[config.mk]
export PLATFORM = sky130hd
export DESIGN_NAME = rx_delay_meter
export DESIGN_NICKNAME = d
export VERILOG_FILES = /design/src/rtl/rx_delay_meter.sv
export SDC_FILE = /design/constraint.sdc
export NUM_CORES = 1
export LEC_CHECK = 0
export BUFFER_PORTS_ARGS = -buffer_cell sky130_fd_sc_hd__buf_2
export CAP_MARGIN = 40
export CORE_MARGIN = 2
export CORE_UTILIZATION = 30
export CTS_BUF_LIST = sky130_fd_sc_hd__clkbuf_16
export DETAILED_ROUTE_END_ITERATION = 16
export GPL_TIMING_DRIVEN = 0
export HOLD_SLACK_MARGIN = 0.05
export PLACE_DENSITY = 0.48
export SETUP_SLACK_MARGIN = 0.15
export SYNTH_ARGS = -nofsm -noshare
export SYNTH_HDL_FRONTEND = slang
export SYNTH_SLANG_ARGS = --single-unit
[constraint.sdc]
create_clock -name rx_clk -period 7 [get_ports rx_clk]
set_clock_uncertainty 0.15 [all_clocks]
set_input_delay 0.7 -clock rx_clk [delete_from_list [all_inputs] [get_ports rx_clk]]
set_output_delay 0.7 -clock rx_clk [all_outputs]
set_load 0.1 [all_outputs]
[src/rtl/rx_delay_meter.sv]
// rx_delay_meter: timestamps each RX frame at SOF and reports arrival minus embedded timestamp.
// Define RX_DELAY_MINMAX_EN to build the min/max delay trackers; otherwise min/max read 0.
module rx_delay_meter #(
    parameter int TS_OFFSET      = 14,
    parameter int STATUS_TIMEOUT = 16
) (
    input  logic        rx_clk,
    input  logic        reset,
    input  logic [31:0] cur_time,
    input  logic        stats_clear,
    input  logic [7:0]  mac_rx_data,
    input  logic        mac_rx_dvld,
    input  logic        mac_rx_goodframe,
    input  logic        mac_rx_badframe,
    output logic        delay_valid,
    output logic [31:0] delay_value,
    output logic [31:0] frame_cnt,
    output logic [15:0] bad_cnt,
    output logic [15:0] short_cnt,
    output logic [31:0] min_delay,
    output logic [31:0] max_delay
);
    localparam int WCW = (STATUS_TIMEOUT > 1) ? $clog2(STATUS_TIMEOUT) : 1;

    typedef enum logic [2:0] {IDLE, HDR, TS, PAYLOAD, WAIT_STAT, DROP} state_t;

    state_t          state;
    logic            dvld_q;
    logic [10:0]     byte_idx;
    logic [31:0]     sof_time;
    logic [31:0]     ts;
    logic [2:0]      ts_cnt;
    logic            stat_good;
    logic            stat_bad;
    logic [WCW-1:0]  wait_cnt;

    logic        sof, in_frame, in_bytes, any_good, any_bad, ts_take;
    logic        close, close_bad, measure, short_frm, bad_frm;
    logic [10:0] next_idx;
    logic [31:0] delay_new;

    assign sof       = mac_rx_dvld & ~dvld_q;
    assign in_bytes  = (state == HDR) || (state == TS) || (state == PAYLOAD);
    assign in_frame  = in_bytes || (state == WAIT_STAT);
    assign any_good  = stat_good | mac_rx_goodframe;
    assign any_bad   = stat_bad | mac_rx_badframe;
    // byte_idx holds the index of the last byte taken; next_idx is the byte on the bus now
    assign next_idx  = (byte_idx == 11'h7FF) ? byte_idx : byte_idx + 11'd1;
    assign ts_take   = ((state == HDR) && (next_idx == 11'(TS_OFFSET))) || (state == TS);
    assign delay_new = sof_time - ts;

    always_comb begin
        close     = 1'b0;
        close_bad = 1'b0;
        if (in_frame) begin
            if ((state == WAIT_STAT) && sof) begin
                close     = 1'b1;
                close_bad = 1'b1;
            end else if (!mac_rx_dvld && (any_good || any_bad)) begin
                close     = 1'b1;
                close_bad = any_bad;
            end else if ((state == WAIT_STAT) && (wait_cnt == WCW'(STATUS_TIMEOUT - 1))) begin
                close     = 1'b1;
                close_bad = 1'b1;
            end
        end
    end

    assign measure   = close && !close_bad && (ts_cnt == 3'd4);
    assign short_frm = close && !close_bad && (ts_cnt != 3'd4);
    assign bad_frm   = close && close_bad;

    always_ff @(posedge rx_clk or posedge reset) begin
        if (reset) begin
            state     <= DROP;
            dvld_q    <= 1'b0;
            byte_idx  <= '0;
            sof_time  <= '0;
            ts        <= '0;
            ts_cnt    <= '0;
            stat_good <= 1'b0;
            stat_bad  <= 1'b0;
            wait_cnt  <= '0;
        end else begin
            dvld_q <= mac_rx_dvld;
            if (state == DROP) begin
                if (!mac_rx_dvld)
                    state <= IDLE;
            end else begin
                if (in_frame) begin
                    stat_good <= any_good;
                    stat_bad  <= any_bad;
                end
                if (close)
                    state <= IDLE;
                if (in_bytes) begin
                    if (mac_rx_dvld) begin
                        byte_idx <= next_idx;
                        if (ts_take) begin
                            ts     <= {ts[23:0], mac_rx_data};
                            ts_cnt <= ts_cnt + 3'd1;
                            state  <= (ts_cnt == 3'd3) ? PAYLOAD : TS;
                        end
                    end else if (!close) begin
                        // the falling-edge cycle already counts as the first wait cycle
                        state    <= WAIT_STAT;
                        wait_cnt <= WCW'(1);
                    end
                end
                if ((state == WAIT_STAT) && !close)
                    wait_cnt <= wait_cnt + 1'b1;
                // a new SOF overrides the close of a pending frame in the same cycle
                if (sof && ((state == IDLE) || (state == WAIT_STAT))) begin
                    sof_time  <= cur_time;
                    byte_idx  <= '0;
                    stat_good <= 1'b0;
                    stat_bad  <= 1'b0;
                    wait_cnt  <= '0;
                    if (TS_OFFSET == 0) begin
                        ts     <= {24'd0, mac_rx_data};
                        ts_cnt <= 3'd1;
                        state  <= TS;
                    end else begin
                        ts_cnt <= '0;
                        state  <= HDR;
                    end
                end
            end
        end
    end

    always_ff @(posedge rx_clk or posedge reset) begin
        if (reset) begin
            delay_valid <= 1'b0;
            delay_value <= '0;
        end else begin
            delay_valid <= measure;
            if (measure)
                delay_value <= delay_new;
        end
    end

    always_ff @(posedge rx_clk or posedge reset) begin
        if (reset) begin
            frame_cnt <= '0;
            bad_cnt   <= '0;
            short_cnt <= '0;
        end else if (stats_clear) begin
            frame_cnt <= '0;
            bad_cnt   <= '0;
            short_cnt <= '0;
        end else begin
            if (measure && (frame_cnt != '1))
                frame_cnt <= frame_cnt + 32'd1;
            if (bad_frm && (bad_cnt != '1))
                bad_cnt <= bad_cnt + 16'd1;
            if (short_frm && (short_cnt != '1))
                short_cnt <= short_cnt + 16'd1;
        end
    end

`ifdef RX_DELAY_MINMAX_EN
    always_ff @(posedge rx_clk or posedge reset) begin
        if (reset) begin
            min_delay <= 32'hFFFF_FFFF;
            max_delay <= '0;
        end else if (stats_clear) begin
            min_delay <= 32'hFFFF_FFFF;
            max_delay <= '0;
        end else if (measure) begin
            if (delay_new < min_delay)
                min_delay <= delay_new;
            if (delay_new > max_delay)
                max_delay <= delay_new;
        end
    end
`else
    assign min_delay = '0;
    assign max_delay = '0;
`endif

endmodule
### Word level (Yosys, flattened, before mapping)

Index checks and enable logic that the tools add are counted.

* register bits: 185
* latch bits: 0
* memory bits (writable): 0
* bits in read-only memories: 0
* output and inout port bits: 161
* memories kept: 0

* add/subtract/negate cells: 7
* multipliers: 0
* divide/modulo/power cells: 0
* magnitude comparators: 0
* eq/ne operators: 17
* shift-type cells: 0
* mux-type cells: 39
* bitwise operators: 5
* reduce and logical (&&, ||, !) cells: 37

Operators with widths (number)
* two-way mux 16 bit: 4
* two-way mux 32 bit: 2
* two-way mux 11 bit: 4
* two-way mux 3 bit: 12
* adder 16 x 1 -> 16 bit (second input constant): 2
* adder 32 x 1 -> 32 bit (second input constant): 1
* inequality test 16 bit (second input constant): 2
* inequality test 32 bit (second input constant): 1
* subtractor 32 bit: 1
* two-way mux 4 bit: 5
* nonzero test 2 bit: 7
* logical AND 1 bit: 13
* two-way mux 1 bit: 12
* AND reduction 4 bit: 3
* adder 11 x 1 -> 11 bit (second input constant): 1
* equality test 11 bit (second input constant): 1
* equality test 11 x 4 -> 1 bit (second input constant): 1
* equality test 3 x 2 -> 1 bit (second input constant): 3
* equality test 3 bit (second input constant): 3
* logical OR 1 bit: 6
* inequality test 3 x 1 -> 1 bit (second input constant): 2
* adder 4 x 1 -> 4 bit (second input constant): 1
* equality test 4 bit (second input constant): 1
* AND reduction 2 bit: 2
* 11 further kinds: 15

### Depth between registers and ports, before layout

* word-level depth: 12
* depth in mapped cells: 11
* depth with buffers taken out: 11

### Worst setup path after synthesis

Ideal clock, no wire load.

* path type: register to register
* start point: reg frame_cnt[3]
* end point: reg frame_cnt[23]
* arrival time: 2.782 ns
* setup slack: 3.936 ns
* cell stages (with the launch flop): 10
* buffers on the path: 1
* path through: dfrtp_1 -> and4_1 -> nand3_1 -> nor4_2 -> a31oi_2 -> and4_1 -> buf_2 -> nand4_1 -> xor2_1 -> nor2_1

* longest elaborated chain between the ends: 3

Ends and longest elaborated chain
* from (decl): RTL line 17 `output logic [31:0] frame_cnt,`
* from (signal assigned): RTL line 154 `frame_cnt <= frame_cnt + 32'd1;`
* adder 32 x 1 -> 32 bit / inequality test 32 bit (equally long branches): RTL line 154, 153
* two-way mux 32 bit / logical AND 1 bit (equally long branches): RTL line 153 `if (measure && (frame_cnt != '1))`
* two-way mux 32 bit / nonzero test 2 bit (equally long branches)

Parallel ways exist; a longest one is shown, timed or not. The select of a mux whose other input is x is not followed.
A chain may end at the register's enable or synchronous reset.

### Worst setup path in the final report

* start point: reg ts[0]
* end point: reg delay_value[24]

* longest elaborated chain between the ends: 1

Ends and longest elaborated chain
* from (decl): RTL line 31 `logic [31:0] ts;`
* from (signal assigned): RTL line 100 `ts <= {ts[23:0], mac_rx_data};`
* from (signal assigned): RTL line 120 `ts <= {24'd0, mac_rx_data};`
* subtractor 32 bit: RTL line 50 `assign delay_new = sof_time - ts;`
* to (signal assigned): RTL line 139 `delay_value <= delay_new;`
* to (decl): RTL line 16 `output logic [31:0] delay_value,`

No other way between the ends.

==> impl_metrics.toml <==
[outcome]
status = "finished clean"

[drt]
via_count = 8490
wl_per_cell_um = 15.1
drc_errors = 0
final_antenna_net_count = 0
vias_per_cell = 4.58
dr.pass1.iters = 5
first_iter_violations = 348
wl_um = 27900

[power_and_ir_drop]
ir_drop_v = 0.000172
powerDensity_nw_per_um2 = 247
p_leak_nw = 6.19
p_int_mw = 1.99
switching_share_pct = 35.6
power_frac_clock_pct = 33.1
sequentialPowerShare_pct = 38.5
power_frac_comb_pct = 28.3
p_switching_mw = 1.10

[synth]
synth_area_leaders = "dfrtp_1, nand2_1, buf_4"
synth_most_common_cell = "nand2_1"
ys_seq_elements = 185
async_reset_ff_share_pct = 100
synthMuxAreaShare_pct = 0.977
synth.distinct_cells = 76
synthSimpleGateAreaFrac_pct = 20.7
yosys_warnings = 0
synth_top_family_by_area = "simple AND/OR/NAND/NOR gates"
synth_top_cell_by_area = "dfrtp_1"
synth_top_area_share_pct = 44.2
avgSynthCellArea_um2 = 8.95
synth_seq_area_share_pct = 44.7
synthTopCellsByCount = "nand2_1, dfrtp_1, nor2_1"
synthFlopType = "dfrtp_1"
synthAdderAreaFrac_pct = 4.90
synth-xor-area-share_pct = 6.24
netlist_instances = 1159
synth_enable_flop_cells = 0
synth_compound_area_share_pct = 14.0
synth_area_um2 = 10400

[timing]
max_clock_freq_mhz = 305
setup_viol = 0
finalMaxSlewViolations = 0
max_slew_margin_pct = 46.5
grt_setup_unrepaired = "no"
worstMarginPinSlew_ns = 0.802
hold_viol = 0
finalCritPeriodShare_pct = 46.8
holdWs_ns = 0.188
worst_slack_ns = 3.72
fin_setup_tns_ns = 0
post-route-min-period_ns = 3.28

[final_layout]
stdcell_count = 1852
antenna_cells = 0
drive_gt1_share_pct = 19.7
nets = 1470
syn_to_final_growth_pct = 20.8

[placed_design]
gp_congestion = 0.849
place_ws_ns = 3.60
dpl.hpwl_um = 20700
io_buffers = 141
placed_cells = 1820

[clock_tree]
numCtsBuffers = 17
cts_hold_buf = 0
clkTransAtPathRegs_ns = 0.07
cts_tree = "done"
cts_buffer_depth = 2
cts-root-buf = "clkbuf_16"
htree_levels = 4
clkSinkCount = 185
cts_resized = 0
cts_setup_buffers = 0
clk_latency_ns = 0.44

[worst_setup_path]
cp_data_required_time_ns = 7.14
cp_max_fo = 5
critPathLaunchType = "flip-flop"
end_kind = "flip-flop"
cp.arrival_ns = 3.42
critical_path_class = "flip-flop to flip-flop"

[global_routing]
grt_pass1_vias = 8062
grt_pass1_wl_um = 44400
track_usage_pct = 15.7
grt_max_degree = 113
antenna_found_initial = 2
grt_overflow_total = 0

[die]
core_area_um2 = 34300
die_y_um = 190
row_count = 68
io_pins = 207
dieArea_um2 = 36100
die_width_um = 190
start_util_pct = 30.2

[worst_hold_path]
min_path_type = "input port to asynchronous set/reset pin"

[run]
maxCapViolations = 0
-- cells in the final DEF (no fill, tap or decap), drive strengths merged, types with 43 or more instances in the layout --
master	instances
nand2	211
clkbuf	45
inv	62
o21ai	104
buf	220
xor2	43
a21oi	57
dfrtp	183
conb	64
nor2	80
-- cell families after synthesis --
| group | Yosys count |
|---|---|
| other | 1 |
| muxes | 9 |
| DFF | 185 |
| xor gates and xnor gates | 73 |
| buffers and inverters | 162 |
| adders and majority gates | 40 |
| AOI/OAI and AO/OA | 235 |
| and+or+nand+nor | 454 |
-- stage by stage --
step,utilization [%],power [mW],area (um2)
finish,36.5,3.09,12500
global route,36.5,3.27,12500
CTS,36.5,3.12,12500
detailed placement,34.8,2.09,11900
global placement,34.7,2.09,11900
floorplan,-,1.91,10600
-- cell type report --
| class | count | area [um2] |
|---|---|---|
| buffer | 105 | 672 |
| clock buffer | 17 | 425 |
| clock inverter | 15 | 178 |
| fill | 3580 | 21800 |
| inverter | 57 | 221 |
| multi-input combinational | 875 | 5090 |
| sequential | 185 | 4630 |
| tap | 455 | 569 |
| timing repair buffer | 143 | 744 |
-- registers in the layout, summed over array words and instances, names as in the netlist, 4 cells and up --
| register | flops |
|---|---|
| bad_cnt | 16 |
| byte_idx | 11 |
| delay_value | 32 |
| frame_cnt | 32 |
| short_cnt | 16 |
| sof_time | 32 |
| ts | 32 |
| wait_cnt | 4 |
-- power groups by stage --
stage | Sequential, mW | Combinational, mW | Clock [mW]
global placement | 1.21 | 0.872 | 0
finish | 1.19 | 0.877 | 1.02
floorplan | 1.24 | 0.671 | 0
CTS | 1.19 | 0.882 | 1.05
detailed placement | 1.21 | 0.878 | 0
global route | 1.20 | 0.975 | 1.10
-- critical path, cell delays in order (launching register included) --
cell and delay, ns:
dfrtp_1 0.42, ha_1 0.22, fa_1 0.41, nor2b_1 0.18
o31ai_1 0.15, a211oi_1 0.38, o21ai_2 0.19, o31ai_2 0.55
a21boi_0 0.20, xor2_1 0.20, o21ai_0 0.09
-- worst paths after layout --
kind / slack [ns] / cells past startpoint / from / end
worst max-delay path: 3.72 / 10 / ts[0]$_DFFE_PP0P_ / delay_value[24]$_DFFE_PP0P_
worst min-delay path: 0.19 / 2 / reset / short_cnt[0]$_DFFE_PP0P_
worst max register to register: 3.72 / 10 / ts[0]$_DFFE_PP0P_ / delay_value[24]$_DFFE_PP0P_
worst min register to register: 0.32 / 2 / delay_value[21]$_DFFE_PP0P_ / delay_value[21]$_DFFE_PP0P_
max in group asynchronous: 5.56 / 3 / reset / sof_time[13]$_DFFE_PP0P_
min in group rx_clk: 0.27 / 1 / mac_rx_dvld / dvld_q$_DFF_PP0_
-- metal layers --
layer	vias to the layer above	GRT usage, %	wire, um
met5	-	0	23
met4	4	4.20	467
met3	25	4.33	1610
met2	175	25.7	13100
met1	3984	20.5	12700
li1	4302	-	-
No activity file was read; power rests on OpenSTA's default activity.
